==> src/rtl/calc_key_sequencer_pkg.sv <==
// Shared definitions for the calculator key sequencer: ALU op codes, state codes,
// switch bit positions and size defaults.
package calc_key_sequencer_pkg;

  localparam int MAX_DIGITS_DEF = 4;
  localparam int VW_DEF         = 16;

  typedef enum logic [1:0] {
    OP_ADD = 2'b00,
    OP_SUB = 2'b01,
    OP_MUL = 2'b10,
    OP_DIV = 2'b11
  } op_e;

  typedef enum logic [2:0] {
    ST_ENTER_A = 3'd0,
    ST_ENTER_B = 3'd1,
    ST_ISSUE   = 3'd2,
    ST_SHOW    = 3'd3,
    ST_ERROR   = 3'd4
  } state_e;

  // swp: bit 1 is digit 0, bits 3..11 are digits 1..9
  localparam int KEY_DIGIT0 = 1;
  localparam int KEY_DIGIT1 = 3;
  localparam int KEY_DIGIT9 = 11;

  localparam int FN_NEG    = 7;
  localparam int FN_ADD    = 5;
  localparam int FN_SUB    = 4;
  localparam int FN_MUL    = 3;
  localparam int FN_DIV    = 2;
  localparam int FN_CLEAR  = 1;
  localparam int FN_EQUALS = 0;

  // Bits that produce key events; the rest never count toward the single-event rule.
  localparam logic [11:0] SWP_KEY_MASK = 12'hFFA;
  localparam logic [7:0]  SWD_KEY_MASK = 8'hBF;

  function automatic longint pow10(input int n);
    longint v;
    v = 1;
    for (int i = 0; i < n; i++) v = v * 10;
    return v;
  endfunction

endpackage

==> src/rtl/calc_key_decode.sv <==
// Rising-edge detection on the key switches, rejection of multi-key cycles and
// decode into one registered digit / function strobe.
module calc_key_decode
  import calc_key_sequencer_pkg::*;
(
  input  logic        clk,
  input  logic        rst,
  input  logic [11:0] i_swp,
  input  logic [7:0]  i_swd,
  output logic        o_digit_vld,
  output logic [3:0]  o_digit,
  output logic        o_neg,
  output logic        o_op_vld,
  output logic [1:0]  o_op,
  output logic        o_clear,
  output logic        o_equals
);

  logic [11:0] r_swp_q;
  logic [7:0]  r_swd_q;
  logic        r_digit_vld;
  logic [3:0]  r_digit;
  logic        r_neg;
  logic        r_op_vld;
  logic [1:0]  r_op;
  logic        r_clear;
  logic        r_equals;

  logic [11:0] w_rise_p;
  logic [7:0]  w_rise_d;
  logic [19:0] w_evt;
  logic        w_single;
  logic [3:0]  w_digit;
  logic [1:0]  w_op;

  assign w_rise_p = i_swp & ~r_swp_q & SWP_KEY_MASK;
  assign w_rise_d = i_swd & ~r_swd_q & SWD_KEY_MASK;
  assign w_evt    = {w_rise_p, w_rise_d};
  // exactly one bit set: non-zero and clearing the lowest set bit leaves nothing
  assign w_single = (w_evt != '0) && ((w_evt & (w_evt - 20'd1)) == '0);

  // NOTE: every signal written here gets a default first, so no path infers a latch.
  always_comb begin
    w_digit = '0;
    for (int i = KEY_DIGIT1; i <= KEY_DIGIT9; i++) begin
      if (w_rise_p[i]) w_digit = 4'(i - KEY_DIGIT1 + 1);
    end
    w_op = OP_ADD;
    if (w_rise_d[FN_SUB])      w_op = OP_SUB;
    else if (w_rise_d[FN_MUL]) w_op = OP_MUL;
    else if (w_rise_d[FN_DIV]) w_op = OP_DIV;
  end

  // NOTE: non-blocking assignments so every register samples pre-edge values.
  always_ff @(posedge clk) begin
    if (rst) begin
      r_swp_q     <= '0;
      r_swd_q     <= '0;
      r_digit_vld <= 1'b0;
      r_digit     <= '0;
      r_neg       <= 1'b0;
      r_op_vld    <= 1'b0;
      r_op        <= OP_ADD;
      r_clear     <= 1'b0;
      r_equals    <= 1'b0;
    end else begin
      r_swp_q     <= i_swp;
      r_swd_q     <= i_swd;
      r_digit_vld <= w_single & (|w_rise_p);
      r_digit     <= w_digit;
      r_neg       <= w_single & w_rise_d[FN_NEG];
      r_op_vld    <= w_single & (|w_rise_d[FN_ADD:FN_DIV]);
      r_op        <= w_op;
      r_clear     <= w_single & w_rise_d[FN_CLEAR];
      r_equals    <= w_single & w_rise_d[FN_EQUALS];
    end
  end

  assign o_digit_vld = r_digit_vld;
  assign o_digit     = r_digit;
  assign o_neg       = r_neg;
  assign o_op_vld    = r_op_vld;
  assign o_op        = r_op;
  assign o_clear     = r_clear;
  assign o_equals    = r_equals;

endmodule

==> src/rtl/calc_key_sequencer.sv <==
// Calculator key sequencer: builds two signed decimal operands from key strokes,
// hands them to an external ALU and shows entry, result or error.
module calc_key_sequencer
  import calc_key_sequencer_pkg::*;
#(
  parameter int MAX_DIGITS = MAX_DIGITS_DEF,
  parameter int VW         = VW_DEF
) (
  input  logic          clk,
  input  logic          rst,
  input  logic [11:0]   swp,
  input  logic [7:0]    swd,
  output logic          alu_req,
  output logic [1:0]    alu_op,
  output logic [VW-1:0] alu_a,
  output logic [VW-1:0] alu_b,
  input  logic          alu_ack,
  input  logic [31:0]   alu_result,
  output logic [31:0]   disp_val,
  output logic [2:0]    state_o,
  output logic          err
);

  localparam int          CW      = $clog2(MAX_DIGITS + 1);
  localparam logic [31:0] MAX_MAG = 32'(pow10(MAX_DIGITS) - 64'sd1);

  typedef struct packed {
    logic [VW-1:0] mag;
    logic          neg;
    logic [CW-1:0] cnt;
  } operand_t;

  function automatic logic [VW-1:0] operand_val(input operand_t o);
    return o.neg ? (VW'(0) - o.mag) : o.mag;
  endfunction

  // mag*10 + digit as (mag<<3) + (mag<<1) + digit
  function automatic operand_t append_digit(input operand_t o, input logic [3:0] d);
    operand_t r;
    r = o;
    if (o.cnt < CW'(MAX_DIGITS)) begin
      r.mag = (o.mag << 3) + (o.mag << 1) + VW'(d);
      r.cnt = o.cnt + CW'(1);
    end
    return r;
  endfunction

  logic       w_digit_vld;
  logic [3:0] w_digit;
  logic       w_neg;
  logic       w_op_vld;
  logic [1:0] w_key_op;
  logic       w_clear;
  logic       w_equals;

  calc_key_decode u_decode (
    .clk        (clk),
    .rst        (rst),
    .i_swp      (swp),
    .i_swd      (swd),
    .o_digit_vld(w_digit_vld),
    .o_digit    (w_digit),
    .o_neg      (w_neg),
    .o_op_vld   (w_op_vld),
    .o_op       (w_key_op),
    .o_clear    (w_clear),
    .o_equals   (w_equals)
  );

  state_e        r_state, w_state_nxt;
  operand_t      r_a, w_a_nxt;
  operand_t      r_b, w_b_nxt;
  op_e           r_op, w_op_nxt;
  logic [31:0]   r_result, w_result_nxt;
  logic          r_err, w_err_nxt;
  logic [VW-1:0] r_alu_a, w_alu_a_nxt;
  logic [VW-1:0] r_alu_b, w_alu_b_nxt;

  logic [31:0]   w_res_abs;
  logic          w_res_fits;

  assign w_res_abs  = r_result[31] ? (32'd0 - r_result) : r_result;
  assign w_res_fits = (w_res_abs <= MAX_MAG);

  always_ff @(posedge clk) begin
    if (rst) begin
      r_state  <= ST_ENTER_A;
      r_a      <= '0;
      r_b      <= '0;
      r_op     <= OP_ADD;
      r_result <= '0;
      r_err    <= 1'b0;
      r_alu_a  <= '0;
      r_alu_b  <= '0;
    end else begin
      r_state  <= w_state_nxt;
      r_a      <= w_a_nxt;
      r_b      <= w_b_nxt;
      r_op     <= w_op_nxt;
      r_result <= w_result_nxt;
      r_err    <= w_err_nxt;
      r_alu_a  <= w_alu_a_nxt;
      r_alu_b  <= w_alu_b_nxt;
    end
  end

  always_comb begin
    w_state_nxt  = r_state;
    w_a_nxt      = r_a;
    w_b_nxt      = r_b;
    w_op_nxt     = r_op;
    w_result_nxt = r_result;
    w_err_nxt    = r_err;
    w_alu_a_nxt  = r_alu_a;
    w_alu_b_nxt  = r_alu_b;

    if (r_state == ST_ISSUE) begin
      // keys are deaf while the ALU owns the operands
      if (alu_ack) begin
        w_result_nxt = alu_result;
        w_state_nxt  = ST_SHOW;
      end
    end else if (w_clear) begin
      w_state_nxt = ST_ENTER_A;
      w_a_nxt     = '0;
      w_b_nxt     = '0;
      w_op_nxt    = OP_ADD;
      w_err_nxt   = 1'b0;
    end else begin
      case (r_state)
        ST_ENTER_A: begin
          if (w_digit_vld) w_a_nxt = append_digit(r_a, w_digit);
          else if (w_neg)  w_a_nxt.neg = ~r_a.neg;
          else if (w_op_vld) begin
            w_op_nxt    = op_e'(w_key_op);
            w_b_nxt     = '0;
            w_state_nxt = ST_ENTER_B;
          end
        end
        ST_ENTER_B: begin
          if (w_digit_vld)   w_b_nxt = append_digit(r_b, w_digit);
          else if (w_neg)    w_b_nxt.neg = ~r_b.neg;
          else if (w_op_vld) w_op_nxt = op_e'(w_key_op);
          else if (w_equals) begin
            if (r_op == OP_DIV && r_b.mag == '0) begin
              w_state_nxt = ST_ERROR;
              w_err_nxt   = 1'b1;
            end else begin
              w_alu_a_nxt = operand_val(r_a);
              w_alu_b_nxt = operand_val(r_b);
              w_state_nxt = ST_ISSUE;
            end
          end
        end
        ST_SHOW: begin
          if (w_digit_vld) begin
            w_a_nxt     = '0;
            w_a_nxt.mag = VW'(w_digit);
            w_a_nxt.cnt = CW'(1);
            w_b_nxt     = '0;
            w_state_nxt = ST_ENTER_A;
          end else if (w_op_vld) begin
            if (w_res_fits) begin
              w_a_nxt.mag = VW'(w_res_abs);
              w_a_nxt.neg = r_result[31];
              w_a_nxt.cnt = CW'(MAX_DIGITS);
              w_b_nxt     = '0;
              w_op_nxt    = op_e'(w_key_op);
              w_state_nxt = ST_ENTER_B;
            end else begin
              w_state_nxt = ST_ERROR;
              w_err_nxt   = 1'b1;
            end
          end
        end
        ST_ERROR: ;
        default:  w_state_nxt = ST_ENTER_A;
      endcase
    end
  end

  always_comb begin
    disp_val = '0;
    case (r_state)
      ST_ENTER_A:          disp_val = 32'($signed(operand_val(r_a)));
      ST_ENTER_B, ST_ISSUE: disp_val = 32'($signed(operand_val(r_b)));
      ST_SHOW:             disp_val = r_result;
      default:             disp_val = '0;
    endcase
  end

  assign alu_req = (r_state == ST_ISSUE);
  assign alu_op  = r_op;
  assign alu_a   = r_alu_a;
  assign alu_b   = r_alu_b;
  assign state_o = r_state;
  assign err     = r_err;

endmodule

==> config.mk <==
export PLATFORM = sky130hd
export DESIGN_NAME = calc_key_sequencer
export DESIGN_NICKNAME = d
export VERILOG_FILES = /design/src/rtl/calc_key_sequencer_pkg.sv /design/src/rtl/calc_key_decode.sv /design/src/rtl/calc_key_sequencer.sv
export SDC_FILE = /design/constraint.sdc
export NUM_CORES = 1
export LEC_CHECK = 0
export BUFFER_PORTS_ARGS = -buffer_cell sky130_fd_sc_hd__buf_4
export CAP_MARGIN = 30
export CORE_MARGIN = 2
export CORE_UTILIZATION = 45
export DETAILED_ROUTE_END_ITERATION = 8
export GPL_TIMING_DRIVEN = 0
export PLACE_DENSITY = 0.7
export SLEW_MARGIN = 10
export SYNTH_ARGS = -nofsm -noshare
export SYNTH_HDL_FRONTEND = slang
export SYNTH_SLANG_ARGS = --single-unit
==> constraint.sdc <==
create_clock -name clk -period 3.7 [get_ports clk]
set_input_delay 0.555 -clock clk [delete_from_list [all_inputs] [get_ports clk]]
set_output_delay 0.555 -clock clk [all_outputs]
set_load 0.02 [all_outputs]
# ---- Yosys cells after proc, flatten, opt, wreduce, memory -nomap -nowiden
# Index checks and enable logic that the tools add are counted.
dict set report classes {
  n_addsub 10
  mul 0
  n_div 0
  magnitude_cmp 3
  eq_ne 38
  n_shift 0
  muxes 74
  bitwise 18
  n_reduce_logical 25
}
# operator count
set ops {}
lappend ops {{two-way mux 20 bit} 11}
lappend ops {{two-way mux 16 bit} 6}
lappend ops {{one-hot mux 32 bit (3 select lines)} 1}
lappend ops {{one-hot mux 20 bit (3 select lines)} 1}
lappend ops {{two-way mux 3 bit} 18}
lappend ops {{one-hot mux 20 bit (2 select lines)} 1}
lappend ops {{adder 16 bit} 2}
lappend ops {{adder 16 x 4 -> 16 bit} 2}
lappend ops {{<= comparator 32 x 14 -> 1 bit, second input constant} 1}
lappend ops {{two-way mux 32 bit} 1}
lappend ops {{two-way mux 4 bit} 8}
lappend ops {{subtractor 1 x 16 -> 16 bit, first input constant} 2}
lappend ops {{subtractor 1 x 32 -> 32 bit, first input constant} 1}
lappend ops {{inequality test 3 x 1 -> 1 bit, second input constant} 8}
lappend ops {{inequality test 3 bit, second input constant} 8}
lappend ops {{bitwise AND 20 bit} 1}
lappend ops {{logical NOT 20 bit} 1}
lappend ops {{inequality test 4 bit, second input constant} 5}
lappend ops {{AND reduction 10 bit} 2}
lappend ops {{nonzero test 20 bit} 1}
lappend ops {{subtractor 20 x 1 -> 20 bit, second input constant} 1}
lappend ops {{two-way mux 2 bit} 9}
lappend ops {{inequality test 3 x 2 -> 1 bit, second input constant} 6}
lappend ops {{AND reduction 9 bit} 2}
lappend ops {{other kinds (32)} 69}
dict set report totals {
  regBits 141
  latchBits 0
  ram_bits 0
  rom_bits 0
  in_bits 55
  out_inout_bits 71
  memories 0
}

# ---- Logic depth before layout (Yosys ltp)
dict set report depth {
  word_depth 11
  depth_mapped 14
  ltp_nobuf 13
}

# ---- Hierarchy
# Synthesis repeated with hierarchy kept, for this count alone.
dict set report hier_totals {
  cells_unflattened 1250
  area_unflattened_um2 9531.6
}
# module n_inst cells_each area_per_inst_um2 seq_area_each_um2
set by_module_without_submodules {}
lappend by_module_without_submodules {calc_key_sequencer 1 1129 8365.5 2202.1}
lappend by_module_without_submodules {calc_key_decode 1 121 1166.1 560.5}

# ---- Worst setup path before layout
# OpenSTA, ideal clock, no wires.
dict set report synth_timing {
  path_kind {reg2out}
  from {register r_a[4] (netlist bit)}
  to {output port disp_val[12]}
  arrival_ps 2870
  required_time_ps 3145
  slack_ps 275
  path_stages_with_launch 12
  n_path_buf 0
  path_cell_list {dfxtp_1 -> inv_1 -> ha_1 -> or3b_2 -> or4_1 -> or3_1 -> o41ai_1 -> xnor2_1 -> nor2_1 -> a211oi_1 -> a21oi_1 -> nor2_1}
}
dict set report synth_via {
  elab_chain_len 3
}
# element line_no
set synth_rtl {}
lappend synth_rtl {{start, declared} calc_key_sequencer.sv:71} ;# operand_t r_a, w_a_nxt;
lappend synth_rtl {{start signal, assigned} calc_key_sequencer.sv:97} ;# r_a <= w_a_nxt;
lappend synth_rtl {{subtractor 1 x 16 -> 16 bit} calc_key_sequencer.sv:34} ;# return o.neg ? (VW'(0) - o.mag) : o.mag;
lappend synth_rtl {{two-way mux 16 bit} calc_key_sequencer.sv:34}
lappend synth_rtl {{one-hot mux 32 bit (3 select lines)} calc_key_sequencer.sv:184} ;# case (r_state)
lappend synth_rtl {{end, declared} calc_key_sequencer.sv:19} ;# output logic [31:0] disp_val,
# No other way between the ends.

# ---- Worst setup path in the final report
# Same ends and word-level chain as after synthesis.

==> implementation parameters <==
Parameter                              Value

Worst setup path
  Slowest cell delay on critical path ... 430 ps
  Cell-by-cell listing of the critical path ... inv_4 -> ha_4 -> or3b_4 -> or4_4 -> or3_4 -> o41ai_4 -> xnor2_2 -> nor2_2 -> a211oi_2 -> a21oi_1 -> nor2_1 -> buf_4
  Kind of cell adding the most delay to the critical path ... simple AND/OR/NAND/NOR gates
  Endpoint kind of the worst setup timing path ... primary output
  Levels on crit path ... 12
  Critical path data arrival time ... 3260 ps
  Crit Path Max Fanout ... 3
  Kind of launch point of the worst setup path ... flop
  Critical path buffers and inverters ... 2
  R2R cell count ... 14
  Endpoint required time on the critical path ... 3140 ps
  Slowest library cell on the worst path ... or4_4
  Launch instance of the worst register-to-register path ... r_result[5]
  Critical path origin ... r_a[4]
  Class of the most critical setup path ... reg -> out

CTS
  Total number of H-tree levels ... 4
  Clock-pin slew on the worst setup and hold paths ... 60 ps
  Clock tree from TritonCTS ... done
  Clock root cell ... clkbuf_16
  Clock Path Buffers ... 2
  Cts hold-fix bufs ... 0
  Total CTS buffers ... 17
  Clock latency at the later pin of the worst-skew pair ... 440 ps
  Clock sinks ... 138

Yosys
  Register bit count reported by yosys ... 138
  Post-Synthesis Net Count ... 1332
  Number of enable flip-flop cells after synthesis ... 0
  Cells after Synth ... 1216
  Most frequently used flop master after synthesis ... dfxtp_1
  Mean instance size in the synthesized netlist ... 7.72 um2
  Share of flip-flops with an asynchronous set or reset ... 0%
  Portion of the post-synthesis area used by sequential elements ... 29.4%
  Warning count from the yosys run ... 0
  Area of the mapped netlist ... 9390 um2
  Number of distinct library cells after synthesis ... 75

Floorplan
  X dimension of the die ... 148 um
  Starting Density ... 46.1%
  Core Box Area ... 20400 um2
  Number of rows in the core area ... 52
  I/O pins ... 126
  Die Area ... 22000 um2
  Die span in y ... 148 um

Layout
  Post-layout net count ... 1500
  Number of standard cells in the final layout excluding fillers ... 1667
  Proportion of layout cells with a drive suffix above 1 ... 19.3%
  Number of fillers in the final layout ... 1897
  Final design utilization ... 58.0%
  # diodes ... 0
  Fin area ... 11800 um2
  Top library cells by usage in the layout, fill and taps aside ... buf_4, nand2_1, dfxtp_1
  Commonest non-fill, non-tap cell in the layout ... buf_4
  Layout area overhead ... 25.7%

Placed design
  Gpl congestion ... 0.984
  Placed Cells ... 1608
  Hpwl dp ... 23800 um
  Placement-stage cell area ... 10600 um2
  Count of buffers inserted at the top-level ports ... 121

Timing
  Final setup fails ... 3
  Setup slack after layout ... -114 ps
  Smallest hold slack ... 333 ps
  Total count of max-transition violations in the final report ... 0
  RSZ-0062 raised after global routing ... true
  Relative slew margins ... 40.8%
  Maximum clock skew at final layout ... 9.79 ps
  Peak clock frequency supported by timing ... 262 MHz
  Share of the clock period used by the worst path after layout ... 103%
  Final Hold Fails ... 0
  Post-layout minimum cycle time ... 3810 ps
  Tightest Pin Transition ... 887 ps
  Setup Total Neg Slack ... -298 ps

Worst hold path
  Origin of the worst min-delay path ... swd[2]
  Cells on Worst Hold Path ... 2
  Class of the tightest hold or removal check ... in -> reg

Routing
  Routed wire length ... 31900 um
  Number of DRC markers after the initial detailed-route iteration ... 832
  Mean routed wirelength per cell ... 19.1 um
  Number of optimization iterations in the first detailed-route pass ... 8
  Remaining design rule violation count ... 0
  Post-route ant nets ... 0
  Via-to-Cell Ratio ... 5.89
  Vias after detailed routing ... 9820

Outcome
  Violated checks ... negative setup slack
  Run status ... complete, but fails checks

Power and ir drop
  Power density cells ... 491 nW/um2
  Peak VDD IR ... 0.364 mV
  Reported leakage power ... 5.09 nW

GRT
  First-pass GRT wire length ... 49100 um
  Total GRT Usage ... 28.4%
  Initial antenna violation count ... 0
  Largest net degree at the start of global routing ... 17
  Vias in the first global route ... 8911
  Total global routing overflow ... 0

Job
  Number of max-capacitance violations reported ... 0
[power by group]
group,internal (mW),switching (mW),total [mW]
registers,1.55,0.0932,1.64
clock network,1.22,0.710,1.93
logic,0.774,1.45,2.22
[timing repair]
| item | in CTS | in global routing |
|---|---|---|
| setup endpoints to repair | 59 | 58 |
| resized for setup | 35 | 44 |
| buffers inserted | 19 | 11 |
| pin swaps | 12 | 24 |
| cloned | 0 | 0 |
[sequential cells by signal (all words and copies together) (netlist names), 2 cells and up]
name / count
r_a: 20
u_decode.r_swd_q: 7
r_result: 32
u_decode.r_swp_q: 10
alu_a: 16
alu_op: 2
u_decode.o_digit: 4
alu_b: 16
r_b: 20
u_decode.o_op: 2
state_o: 3
[metal layers]
metal	wire length (um)	global-route usage, %	up-vias
met5	0	0	-
met4	1070	11.3	0
met3	2840	5.86	68
met2	13700	42.7	511
met1	14300	39.9	4511
li1	-	-	4730
[Yosys cell counts (all sizes together), types with 16 or more instances]
cell | n | area (um2)
a211oi | 30 | 225
a21o | 20 | 150
a21oi | 100 | 500
a31oi | 16 | 106
buf | 16 | 80.1
clkbuf | 66 | 248
dfxtp | 138 | 2760
ha | 57 | 713
inv | 29 | 109
mux2i | 19 | 190
nand2 | 144 | 541
nand2b | 40 | 250
nand3 | 19 | 95.1
nand4 | 26 | 163
nor2 | 103 | 389
nor2b | 35 | 219
nor3 | 27 | 140
nor4 | 21 | 189
o21ai | 75 | 375
o22ai | 16 | 100
o31ai | 20 | 155
xnor2 | 26 | 228
xor2 | 41 | 359
[worst paths after layout]
| path | end | slack (ps) |
|---|---|---|
| setup / recovery | disp_val[12] | -110 |
| hold / removal | u_decode.r_swd_q[2] | 330 |
| setup reg to reg | r_b[15] | 90 |
| hold reg to reg | u_decode.o_clear | 420 |
[kinds of logic after synthesis]
kind of cell               after synthesis  synth area share (%)
xor gates and xnor gates                67                  6.25
AOI/OAI and AO/OA                      331                  22.3
muxes                                   21                  2.27
DFF                                    138                  29.4
buffers and inverters                  111                  4.65
adders and majority gates               63                  8.66
and+or+nand+nor                        485                  26.5
[per-stage QoR]
stage          total power, mW  setup WS [ps]
2_1_floorplan             3.00            275
3_3_place_gp              3.61           -174
3_5_place_dp              3.62           -201
4_1_cts                   5.61           -262
5_1_grt                   6.03           -195
6_report                  5.79           -114
[final cells by class]
type	count	area (um2)	area share [%]
inverters	29	114	0.965
clock buffers	18	439	3.72
well taps	270	338	2.86
clock inverters	14	218	1.84
repair buffers	152	1140	9.70
plain buffers	79	329	2.79
flip-flops and latches	138	2790	23.6
multi-input cells	967	6430	54.5
[worst reg2reg max path, delay by kind of cell (launching register included)]
family | cells | cell delay [ps]
simple gates | 5 | 1780
buf+inv | 5 | 960
compound gates | 4 | 520
flops | 1 | 290
Power figures use the tool's default switching activity.
